==> src/rtl/game_pkg.sv <==
// Shared definitions for the shooter game.
// Contents:
//   fire_state_t      - firing FSM states (IDLE, FIRE, FLIGHT, COOLDOWN)
//   V_TICK            - scanline where the once-per-frame tick fires
//   H_VISIBLE/V_VISIBLE - visible screen size
//   sat_sub()         - unsigned subtract that clamps at zero
package game_pkg;

  typedef enum logic [1:0] {
    IDLE     = 2'd0,
    FIRE     = 2'd1,
    FLIGHT   = 2'd2,
    COOLDOWN = 2'd3
  } fire_state_t;

  localparam logic [9:0] V_TICK    = 10'd480;
  localparam int         H_VISIBLE = 640;
  localparam int         V_VISIBLE = 480;

  // Keeps a bullet spawned near the top edge on screen instead of wrapping.
  function automatic logic [9:0] sat_sub(input logic [9:0] a, input logic [9:0] b);
    return (a < b) ? 10'd0 : (a - b);
  endfunction

endpackage

==> src/rtl/bullet_fire_ctrl_if.sv <==
// Link between the fire controller and the bullet sprite engine.
// Signals:
//   shoot         - one-clk launch strobe (controller -> engine)
//   xloc_start    - launch x, held stable (controller -> engine)
//   yloc_start    - launch y, held stable (controller -> engine)
//   move          - bullet step request (controller -> engine)
//   bullet_broken - 1 = no bullet alive (engine -> controller)
// Modports: master = fire controller, slave = bullet engine.
interface bullet_fire_ctrl_if;
  logic       shoot;
  logic [9:0] xloc_start;
  logic [9:0] yloc_start;
  logic       move;
  logic       bullet_broken;

  modport master (
    output shoot,
    output xloc_start,
    output yloc_start,
    output move,
    input  bullet_broken
  );

  modport slave (
    input  shoot,
    input  xloc_start,
    input  yloc_start,
    input  move,
    output bullet_broken
  );
endinterface

==> src/rtl/bullet_fire_ctrl_btn_debounce.sv <==
// Fire button conditioner: 2-FF synchroniser, stability counter and
// one-clk press event.
// Ports:
//   clk, rst - clock, asynchronous active-high reset
//   btn      - raw asynchronous button
//   level    - debounced button level
//   press    - one-clk pulse on each accepted 0->1 change of level
// Parameter DEB_CYCLES: consecutive clks the synchronised input must hold a
// new value before level follows it (0 behaves like 1).
module btn_debounce #(
  parameter logic [19:0] DEB_CYCLES = 20'd500000
) (
  input  logic clk,
  input  logic rst,
  input  logic btn,
  output logic level,
  output logic press
);

  localparam logic [19:0] DEB_LAST = (DEB_CYCLES == 20'd0) ? 20'd0 : DEB_CYCLES - 20'd1;

  logic        sync1_reg;
  logic        sync2_reg;
  logic        level_reg;
  logic        press_reg;
  logic [19:0] cnt_reg;

  always_ff @(posedge clk or posedge rst) begin
    if (rst) begin
      sync1_reg <= 1'b0;
      sync2_reg <= 1'b0;
      level_reg <= 1'b0;
      press_reg <= 1'b0;
      cnt_reg   <= 20'd0;
    end else begin
      sync1_reg <= btn;
      sync2_reg <= sync1_reg;
      press_reg <= 1'b0;
      if (sync2_reg != level_reg) begin
        // cnt_reg counts earlier clks already spent at the new value, so the
        // update lands on the DEB_CYCLES-th consecutive one.
        if (cnt_reg >= DEB_LAST) begin
          level_reg <= sync2_reg;
          press_reg <= sync2_reg;
          cnt_reg   <= 20'd0;
        end else begin
          cnt_reg <= cnt_reg + 20'd1;
        end
      end else begin
        cnt_reg <= 20'd0;
      end
    end
  end

  assign level = level_reg;
  assign press = press_reg;

endmodule

==> src/rtl/bullet_fire_ctrl.sv <==
// Bullet fire controller: turns the debounced fire button into single
// bullet launches, keeps one bullet in flight with a frame-based cooldown,
// and produces the per-frame move step for the bullet engine.
// Ports:
//   clk, rst      - 100 MHz clock, asynchronous active-high reset
//   pixpulse      - pixel enable (one clk in four)
//   hcount/vcount - current pixel position
//   fire_btn      - raw fire button
//   ship_x/ship_y - ship centre
//   bus           - engine link (shoot, xloc_start, yloc_start, move, bullet_broken)
//   ready         - a press now would fire
//   shots_fired   - launch count, wraps at 255
// Optional macro AUTOFIRE_EN: a held button keeps firing, one shot per
// flight + cooldown cycle. Without it only a fresh press fires.
module bullet_fire_ctrl
  import game_pkg::*;
#(
  parameter logic [19:0] DEB_CYCLES      = 20'd500000,
  parameter logic [3:0]  COOLDOWN_FRAMES = 4'd8,
  parameter logic [2:0]  MOVE_DIV        = 3'd1,
  parameter logic [9:0]  Y_OFFSET        = 10'd6
) (
  input  logic                      clk,
  input  logic                      rst,
  input  logic                      pixpulse,
  input  logic [9:0]                hcount,
  input  logic [9:0]                vcount,
  input  logic                      fire_btn,
  input  logic [9:0]                ship_x,
  input  logic [9:0]                ship_y,
  bullet_fire_ctrl_if.master        bus,
  output logic                      ready,
  output logic [7:0]                shots_fired
);

  localparam logic [2:0] MOVE_LAST = (MOVE_DIV == 3'd0) ? 3'd0 : MOVE_DIV - 3'd1;

  logic        btn_level;
  logic        btn_press;
  logic        fire_req;
  logic        frame_tick;

  fire_state_t state_reg, state_next;
  logic [3:0]  cd_reg, cd_next;
  logic        guard_reg;
  logic        shoot_reg;
  logic [9:0]  xloc_reg;
  logic [9:0]  yloc_reg;
  logic [7:0]  shots_reg;
  logic [2:0]  div_reg;
  logic        move_reg;

  btn_debounce #(
    .DEB_CYCLES (DEB_CYCLES)
  ) u_debounce (
    .clk   (clk),
    .rst   (rst),
    .btn   (fire_btn),
    .level (btn_level),
    .press (btn_press)
  );

`ifdef AUTOFIRE_EN
  assign fire_req = btn_press | btn_level;
`else
  assign fire_req = btn_press;
`endif

  assign frame_tick = pixpulse & (hcount == 10'd0) & (vcount == V_TICK);

  always_comb begin
    state_next = state_reg;
    cd_next    = cd_reg;
    case (state_reg)
      IDLE: begin
        // Presses while a bullet is alive are simply dropped.
        if (fire_req && bus.bullet_broken) begin
          state_next = FIRE;
        end
      end
      FIRE: begin
        state_next = FLIGHT;
      end
      FLIGHT: begin
        // guard_reg masks the first flight clk, while the engine may still
        // report the old broken status.
        if (!guard_reg && bus.bullet_broken) begin
          if (COOLDOWN_FRAMES == 4'd0) begin
            state_next = IDLE;
          end else begin
            state_next = COOLDOWN;
            cd_next    = COOLDOWN_FRAMES;
          end
        end
      end
      COOLDOWN: begin
        if (cd_reg == 4'd0) begin
          state_next = IDLE;
        end else if (frame_tick) begin
          cd_next = cd_reg - 4'd1;
          if (cd_reg == 4'd1) begin
            state_next = IDLE;
          end
        end
      end
      default: begin
        state_next = IDLE;
      end
    endcase
  end

  always_ff @(posedge clk or posedge rst) begin
    if (rst) begin
      state_reg <= IDLE;
      cd_reg    <= 4'd0;
      guard_reg <= 1'b0;
    end else begin
      state_reg <= state_next;
      cd_reg    <= cd_next;
      guard_reg <= (state_reg == FIRE);
    end
  end

  // Launch outputs are registered on entry to FIRE so shoot and the launch
  // coordinates appear together during the FIRE clk.
  always_ff @(posedge clk or posedge rst) begin
    if (rst) begin
      shoot_reg <= 1'b0;
      xloc_reg  <= 10'd0;
      yloc_reg  <= 10'd0;
      shots_reg <= 8'd0;
    end else begin
      shoot_reg <= 1'b0;
      if (state_next == FIRE && state_reg != FIRE) begin
        shoot_reg <= 1'b1;
        xloc_reg  <= ship_x;
        yloc_reg  <= sat_sub(ship_y, Y_OFFSET);
        shots_reg <= shots_reg + 8'd1;
      end
    end
  end

  // move rises on the wrapping frame tick and falls on the following pixel
  // enable, so the engine (which acts on pixpulse) sees exactly one step.
  always_ff @(posedge clk or posedge rst) begin
    if (rst) begin
      div_reg  <= 3'd0;
      move_reg <= 1'b0;
    end else begin
      if (frame_tick) begin
        if (div_reg >= MOVE_LAST) begin
          div_reg <= 3'd0;
        end else begin
          div_reg <= div_reg + 3'd1;
        end
      end
      if (frame_tick && div_reg >= MOVE_LAST) begin
        move_reg <= 1'b1;
      end else if (pixpulse) begin
        move_reg <= 1'b0;
      end
    end
  end

  assign bus.shoot      = shoot_reg;
  assign bus.xloc_start = xloc_reg;
  assign bus.yloc_start = yloc_reg;
  assign bus.move       = move_reg;
  assign ready          = (state_reg == IDLE) & bus.bullet_broken;
  assign shots_fired    = shots_reg;

endmodule

==> src/flat_wrapper.sv <==
// flat-port wrapper written by rule: the top's interface ports become plain ports
module bullet_fire_ctrl_flat import game_pkg::*;
#(
  parameter logic [19:0] DEB_CYCLES      = 20'd500000,
  parameter logic [3:0]  COOLDOWN_FRAMES = 4'd8,
  parameter logic [2:0]  MOVE_DIV        = 3'd1,
  parameter logic [9:0]  Y_OFFSET        = 10'd6
)
  (clk, rst, pixpulse, hcount, vcount, fire_btn, ship_x, ship_y, ready, shots_fired, bus_shoot, bus_xloc_start, bus_yloc_start, bus_move, bus_bullet_broken);
  bullet_fire_ctrl_if bus_i ();
  input  logic clk;
  input  logic rst;
  input  logic pixpulse;
  input  logic [9:0] hcount;
  input  logic [9:0] vcount;
  input  logic fire_btn;
  input  logic [9:0] ship_x;
  input  logic [9:0] ship_y;
  output logic ready;
  output logic [7:0] shots_fired;
  output wire logic [$bits(bus_i.shoot)-1:0] bus_shoot;
  output wire logic [$bits(bus_i.xloc_start)-1:0] bus_xloc_start;
  output wire logic [$bits(bus_i.yloc_start)-1:0] bus_yloc_start;
  output wire logic [$bits(bus_i.move)-1:0] bus_move;
  input wire logic [$bits(bus_i.bullet_broken)-1:0] bus_bullet_broken;
  assign bus_shoot = bus_i.shoot;
  assign bus_xloc_start = bus_i.xloc_start;
  assign bus_yloc_start = bus_i.yloc_start;
  assign bus_move = bus_i.move;
  assign bus_i.bullet_broken = bus_bullet_broken;
  bullet_fire_ctrl #(.DEB_CYCLES(DEB_CYCLES), .COOLDOWN_FRAMES(COOLDOWN_FRAMES), .MOVE_DIV(MOVE_DIV), .Y_OFFSET(Y_OFFSET)) u_core (.clk(clk), .rst(rst), .pixpulse(pixpulse), .hcount(hcount), .vcount(vcount), .fire_btn(fire_btn), .ship_x(ship_x), .ship_y(ship_y), .bus(bus_i), .ready(ready), .shots_fired(shots_fired));
endmodule
==> config.mk <==
export PLATFORM = sky130hd
export DESIGN_NAME = bullet_fire_ctrl_flat
export DESIGN_NICKNAME = d
export VERILOG_FILES = /design/src/rtl/game_pkg.sv /design/src/rtl/bullet_fire_ctrl_if.sv /design/src/rtl/bullet_fire_ctrl_btn_debounce.sv /design/src/rtl/bullet_fire_ctrl.sv /design/src/flat_wrapper.sv
export SDC_FILE = /design/constraint.sdc
export NUM_CORES = 1
export LEC_CHECK = 0
export ABC_AREA = 1
export ABC_CLOCK_PERIOD_IN_PS = 2150
export BUFFER_PORTS_ARGS = -buffer_cell sky130_fd_sc_hd__buf_2
export CAP_MARGIN = 10
export CORE_MARGIN = 2
export CORE_UTILIZATION = 54
export DETAILED_ROUTE_END_ITERATION = 16
export GPL_TIMING_DRIVEN = 0
export PLACE_DENSITY = 0.78
export SLEW_MARGIN = 20
export SYNTH_ARGS = -nofsm -noshare
export SYNTH_HDL_FRONTEND = slang
export SYNTH_HIERARCHICAL = 1
export SYNTH_SLANG_ARGS = --single-unit
==> constraint.sdc <==
create_clock -name clk -period 2.15 [get_ports clk]
set_input_delay 0.43 -clock clk [delete_from_list [all_inputs] [get_ports clk]]
set_output_delay 0.43 -clock clk [all_outputs]
set_load 0.02 [all_outputs]
==> results.cfg, run 1 <==
[logic_synthesis]
synthXorXnorAreaFrac_pct = 5.64
synth_compound_area_share_pct = 2.45
synth_top_family_by_area = simple AND/OR/NAND/NOR gates
synth_warnings = 6
synth_nets = 445
async_flop_share_pct = 100
syn_avg_cell_area_um2 = 8.26
muxShareOfSynthArea_pct = 0
ys.flop_type = dfrtp_1
synth_simple_gate_area_share_pct = 36.2
syn_inst = 395
yosysSeqAreaShare_pct = 46.8
synth_edf_count = 0
synth_top_area_cell = dfrtp_1
syn_area_um2 = 3260
synthTopCellsByArea = dfrtp_1 47%, nand2_1 13%, nor2_1 5.5%
yosys.area.top_type_share_pct = 46.8
ys_ff_latch = 61
synth_cell_type_count = 33
synthAdderAreaFrac_pct = 1.92

[global_route]
grt_max_degree = 38
grt_overflow = 0
antenna_found_initial = 0
grt_pass1_vias = 2535
grt_pass1_wl_mm = 10.5
track_usage_pct = 20.7

[worst_setup_path]
start_kind = register
cp_slowest_stage_delay_ns = 0.40
startpoint = u_core/state_reg[0]
cp_top_family = flip-flops
path_buf_inv = 2
cp.required_ns = 1.72
crit_type = reg -> out
crit_fanout = 3
critical-path-slowest-cell = dfrtp_1
r2r-start = u_core/u_debounce/cnt_reg[0]
cp-end-kind = output pin
arrival_ns = 1.23
path_cells = inv_2 -> nand2_2 -> nor2_4 -> buf_2

[final_layout]
largest_reg_flops = 20
drive_gt1_share_pct = 27.8
diodes = 0
seq_area_um2 = 1530
syn_to_final_growth_pct = 21.4
multiInputGateArea_um2 = 1510
num-fill-cells = 504
fin_nets = 531

[timing]
period_share_pct = 77.1
finalMaxSlewViolations = 0
max_freq_mhz = 603
finClkSkew_ns = 0.00713
rsz0062_at_grt = false
slew_headroom_pct = 38.1
fin_setup_tns_ns = 0
setup-violations-final = 0
hold_viol = 0
tightest_slew_ns = 0.927
period_needed_ns = 1.66

[pwr]
powerDensity_nw_per_um2 = 996
p_comb_share_pct = 30.3
switching_power_mw = 1.34
switching_share_pct = 33.9
finalPower_mw = 3.94
p_int_mw = 2.61
p_seq_share_pct = 40.2
p_clk_share_pct = 29.5
p_leak_nw = 2.07
peakVddDrop_mv = 0.626

[clock_network]
htree_levels = 3
ctsHoldBuffers = 0
clk_latency_ns = 0.34
root_buffer = clkbuf_8
cts_resized = 0
clk_path_buf_depth = 2
cts_tree = yes
post-cts-setup-buffer-count = 0
clk_pin_slew_ns = 0.06
cts_made_buffers = 9
cts_sinks = 61

[detailed_routing]
dr.pass1.iters = 4
vias = 2716
drt_wl_total_mm = 6.28
detail_route.iter0.violations = 130
drc = 0
postRouteAntennaNets = 0
wl_per_cell_um = 11.2
viasPerCell = 4.85

[die]
io_pins = 76
num_rows = 28
start_util_pct = 55.4
core_um2 = 5890
die_h_um = 81.7
die_w_um = 81.7
die-area_um2 = 6680

[placement]
hpwl_mm = 4.81
port_buffers = 75
place_congestion = 0.868

[job]
max-cap-violations = 0

[status]
status = complete, no violations

[min_path]
hold_path.class = in -> reg
hp-start = fire_btn
[through the flow]
step | instance area (um2) | cells | utilization, % | hold slack (ns) | worst slack (ns)
finish | 3960 | 560 | 67.3 | 0.199 | 0.491
global route | 3960 | 560 | 67.3 | 0.190 | 0.398
CTS | 3960 | 560 | 67.3 | 0.179 | 0.456
detailed placement | 3730 | 545 | 63.4 | 0.354 | 0.533
global placement | 3730 | 545 | 63.4 | 0.359 | 0.426
floorplan | 3260 | 395 | - | 0.331 | 0.679
[cell families (layout without fill, tap and decap cells)]
group,count (synthesis),in the layout
buffers and inverters,49,139
other,1,1
DFF,61,61
AOI/OAI and AO/OA,13,13
and+or+nand+nor,245,245
xor gates and xnor gates,21,21
adders and majority gates,5,5
[cell usage in the layout, fill, tap and decap left out, types with 7 or more instances in the layout]
master / netlist / final
nand4_1: 7 / 7
dfrtp_1: 61 / 61
clkbuf_8: 0 / 9
xnor2_1: 9 / 9
o21ai_0: 9 / 9
nand3_1: 33 / 33
nand2_2: 12 / 12
nand2_1: 116 / 116
nor2_1: 48 / 48
nor2_4: 12 / 12
buf_2: 2 / 77
xor2_1: 12 / 12
inv_1: 38 / 37
[layout make-up]
cell class | count | share of cell area, %
Sequential cell | 61 | 38.5
Multi-Input combinational cell | 285 | 38.1
Timing Repair Buffer | 75 | 9.48
Inverter | 44 | 4.30
Clock buffer | 10 | 3.22
Clock inverter | 5 | 2.53
Tap cell | 75 | 2.37
Buffer | 5 | 1.42
[final timing paths]
kind	to	slack [ns]	cells after the start
worst max-delay path	ready	0.49	4
worst min-delay path	u_core/u_debounce/sync1_reg	0.20	1
worst max register to register	u_core/u_debounce/cnt_reg[9]	0.54	11
worst min register to register	u_core/u_debounce/sync2_reg	0.37	0
max in group asynchronous	u_core/u_debounce/cnt_reg[9]	1.27	2
min in group asynchronous	u_core/bus.xloc_start[4]	0.22	2
[cells in the mapped netlist (all sizes together), types with 2 or more instances]
cell	n
xor2	12
nand4	7
o21ai	9
nand3b	3
buf	5
dfrtp	61
nand3	35
nand2	130
a21oi	2
nor3	4
inv	44
nor2	64
ha	5
xnor2	9
[power groups by stage]
stage	logic (mW)	registers, mW	clock network, mW
6_report	1.19	1.58	1.16
3_3_place_gp	1.17	1.59	0
5_1_grt	1.34	1.62	1.25
2_1_floorplan	0.551	1.85	0
3_5_place_dp	1.20	1.61	0
4_1_cts	1.21	1.59	1.20
[worst register-to-register path, cell delays in order, from the launching register on]
cell	delay, ns
dfrtp_1	0.41
ha_1	0.24
nand2_2	0.09
inv_1	0.05
nand2_2	0.06
nand2_1	0.06
nand2_1	0.07
nand2_2	0.06
nand2_4	0.09
nand3_4	0.13
buf_12	0.21
nor2_4	0.07
[routing by layer]
metal	global-route usage, %	vias up	wire, um	part of all wire, %
met5	0	-	0	0
li1	-	1398	-	-
met3	6.04	12	329	5.2
met1	24.8	1248	2780	44
met4	7.50	0	92	1.5
met2	35.5	58	3080	49
(Power assumes the default switching activity.)
==> run 2: changes to the inputs <==
--- a/config.mk
+++ b/config.mk
@@ -6,14 +6,14 @@
 export NUM_CORES = 1
 export LEC_CHECK = 0
 export ABC_AREA = 1
-export ABC_CLOCK_PERIOD_IN_PS = 2150
+export ABC_CLOCK_PERIOD_IN_PS = 1400
 export BUFFER_PORTS_ARGS = -buffer_cell sky130_fd_sc_hd__buf_2
 export CAP_MARGIN = 10
 export CORE_MARGIN = 2
-export CORE_UTILIZATION = 54
+export CORE_UTILIZATION = 49
 export DETAILED_ROUTE_END_ITERATION = 16
 export GPL_TIMING_DRIVEN = 0
-export PLACE_DENSITY = 0.78
+export PLACE_DENSITY = 0.75
 export SLEW_MARGIN = 20
 export SYNTH_ARGS = -nofsm -noshare
 export SYNTH_HDL_FRONTEND = slang
==> constraint.sdc (replaced) <==
create_clock -name clk -period 1.4 [get_ports clk]
set_input_delay 0.28 -clock clk [delete_from_list [all_inputs] [get_ports clk]]
set_output_delay 0.28 -clock clk [all_outputs]
set_load 0.02 [all_outputs]
==> run 2 against run 1 <==
The run now ends with setup timing left. Clock skew is essentially flat. Final cell count grew 2.7%. Routed wire length grew 7.9%. Sequential cell count did not move. First-iteration DRC count fell by 24%. Largest cell class is now multi-input gates. Largest power group unchanged. Via count up 2.7%. Sequential power is 54% higher. Core utilization fell by 3.2 points. Clock power is 37% higher. Sequential share of layout area down 1.2 points. Register-to-register slack worse by 0.61 ns.
==> results.cfg, run 2 (same netlist as run 1, synthesis figures left out) <==
[min_path]
hold_path.class = in -> reg

[timing]
rsz0062_at_grt = true
setup-violations-final = 19
max_freq_mhz = 680
finClkSkew_ns = 0.00680
setup_slack_ns = -0.0715
period_share_pct = 105
period_needed_ns = 1.47
slew_headroom_pct = 40.1
tightest_slew_ns = 0.898
hold-worst-slack_ns = 0.0511
finalMaxSlewViolations = 0
hold_viol = 0

[die]
core_um2 = 6390
die-area_um2 = 7330
start_util_pct = 51.1
num_rows = 29
die_w_um = 85.6
io_pins = 76
die_h_um = 85.6

[worst_setup_path]
cp.required_ns = 1.67
startpoint = u_core/u_debounce/cnt_reg[1]
cp-end-kind = register
reg2reg_slack_ns = -0.07
r2r_end = u_core/u_debounce/cnt_reg[16]
arrival_ns = 1.74
reg2reg_depth = 11
crit_fanout = 5
crit_type = reg -> reg
r2r-start = u_core/u_debounce/cnt_reg[1]
start_kind = register
crit_end = u_core/u_debounce/cnt_reg[16]

[pwr]
peakVddDrop_mv = 1.18
p_leak_nw = 2.13
powerDensity_nw_per_um2 = 1470

[global_route]
grt_max_degree = 38
grt_overflow = 0
antenna_found_initial = 0
track_usage_pct = 19.9
grt_pass1_vias = 2806
grt_pass1_wl_mm = 11.7

[detailed_routing]
detail_route.iter0.violations = 99
drc = 0
viasPerCell = 4.85
vias = 2788
drt_wl_total_mm = 6.77
wl_per_cell_um = 11.8
postRouteAntennaNets = 0
dr.pass1.iters = 4

[final_layout]
diodes = 0
layout_common_cells = 113 x nand2_1, 74 x buf_2, 61 x dfrtp_1, 45 x nor2_1, 36 x inv_1
drive_gt1_share_pct = 31.7
mostFrequentLayoutCell = nand2_1
largest_reg_flops = 20
fin_nets = 543
syn_to_final_growth_pct = 25.4

[clock_network]
root_buffer = clkbuf_8
clk_path_buf_depth = 2
clk_pin_slew_ns = 0.06
cts_tree = yes
clk_latency_ns = 0.34
cts_sinks = 61
ctsHoldBuffers = 0
htree_levels = 3
cts_made_buffers = 9

[placement]
dp_slack_ns = -0.154
place_congestion = 0.865
hpwl_mm = 4.93
port_buffers = 75

[status]
status = complete, but fails checks
violations = setup timing

[job]
max-cap-violations = 0
==> run 2: cell types whose count changed in the layout (fill, tap and decap cells not counted), sizes merged <==
cell,previous run,this run
buf,80,92
bufinv,3,1
clkinvlp,0,2
clkbuf,10,11
==> run 2: worst min-delay path by stage <==
stage                     cells after the start  slack, ns                           end                        start
after detailed placement                      0       0.34   u_core/u_debounce/sync2_reg  u_core/u_debounce/sync1_reg
after global routing                          1       0.04   u_core/u_debounce/sync1_reg                     fire_btn
final                                         1       0.05   u_core/u_debounce/sync1_reg                     fire_btn
after floorplan                               1       0.29  u_core/u_debounce/cnt_reg[0]                          rst
after CTS                                     1       0.04   u_core/u_debounce/sync1_reg                     fire_btn
after global placement                        0       0.34   u_core/u_debounce/sync2_reg  u_core/u_debounce/sync1_reg
==> run 2: per-stage QoR <==
stage | TNS, ns | instances | utilization [%] | cell area [um2] | power [mW]
floorplan | -0.0758 | 395 | - | 3270 | 3.69
global placement | -8.76 | 547 | 58.5 | 3740 | 4.24
detailed placement | -1.45 | 547 | 58.5 | 3740 | 4.31
CTS | -1.19 | 572 | 63.4 | 4050 | 6.02
global route | -3.01 | 575 | 64.1 | 4090 | 6.38
finish | -1.03 | 575 | 64.1 | 4090 | 6.00
==> run 2: metal layers <==
layer,vias up,wire length (um),global-route usage [%]
li1,1426,-,-
met1,1288,2940,22.8
met2,63,3430,35.6
met3,11,315,6.74
met4,0,82,5.48
met5,-,0,0
==> run 2: final cells by class <==
class | count | area [um2]
Clock inverter | 5 | 58.8
Sequential cell | 61 | 1530
Fill cell | 539 | 2290
Tap cell | 77 | 96.3
Multi-Input combinational cell | 285 | 1530
Timing Repair Buffer | 87 | 495
Inverter | 44 | 170
Clock buffer | 11 | 151
Buffer | 5 | 61.3
==> run 2: report_power, final <==
group          switching [mW]  internal [mW]
clock network           0.669          0.917
logic                    1.23          0.760
registers               0.250           2.18
total                    2.14           3.85
==> run 2: what timing repair did <==
item	4_1_cts	5_1_grt
pin swaps	4	3
resized for setup	5	10
setup buffers	8	3
setup endpoints to repair	19	26
cloned	1	0
==> run 2: critical path, stage by stage, from the launching register on <==
cell and delay, ns:
dfrtp_1 0.39, ha_2 0.20, nand2_2 0.07, inv_2 0.04, nand2_2 0.06, nand2_2 0.05, nand2_2 0.06, nand2_2 0.07
nand2_4 0.08, nand3_4 0.12, buf_12 0.19, nor2_4 0.07
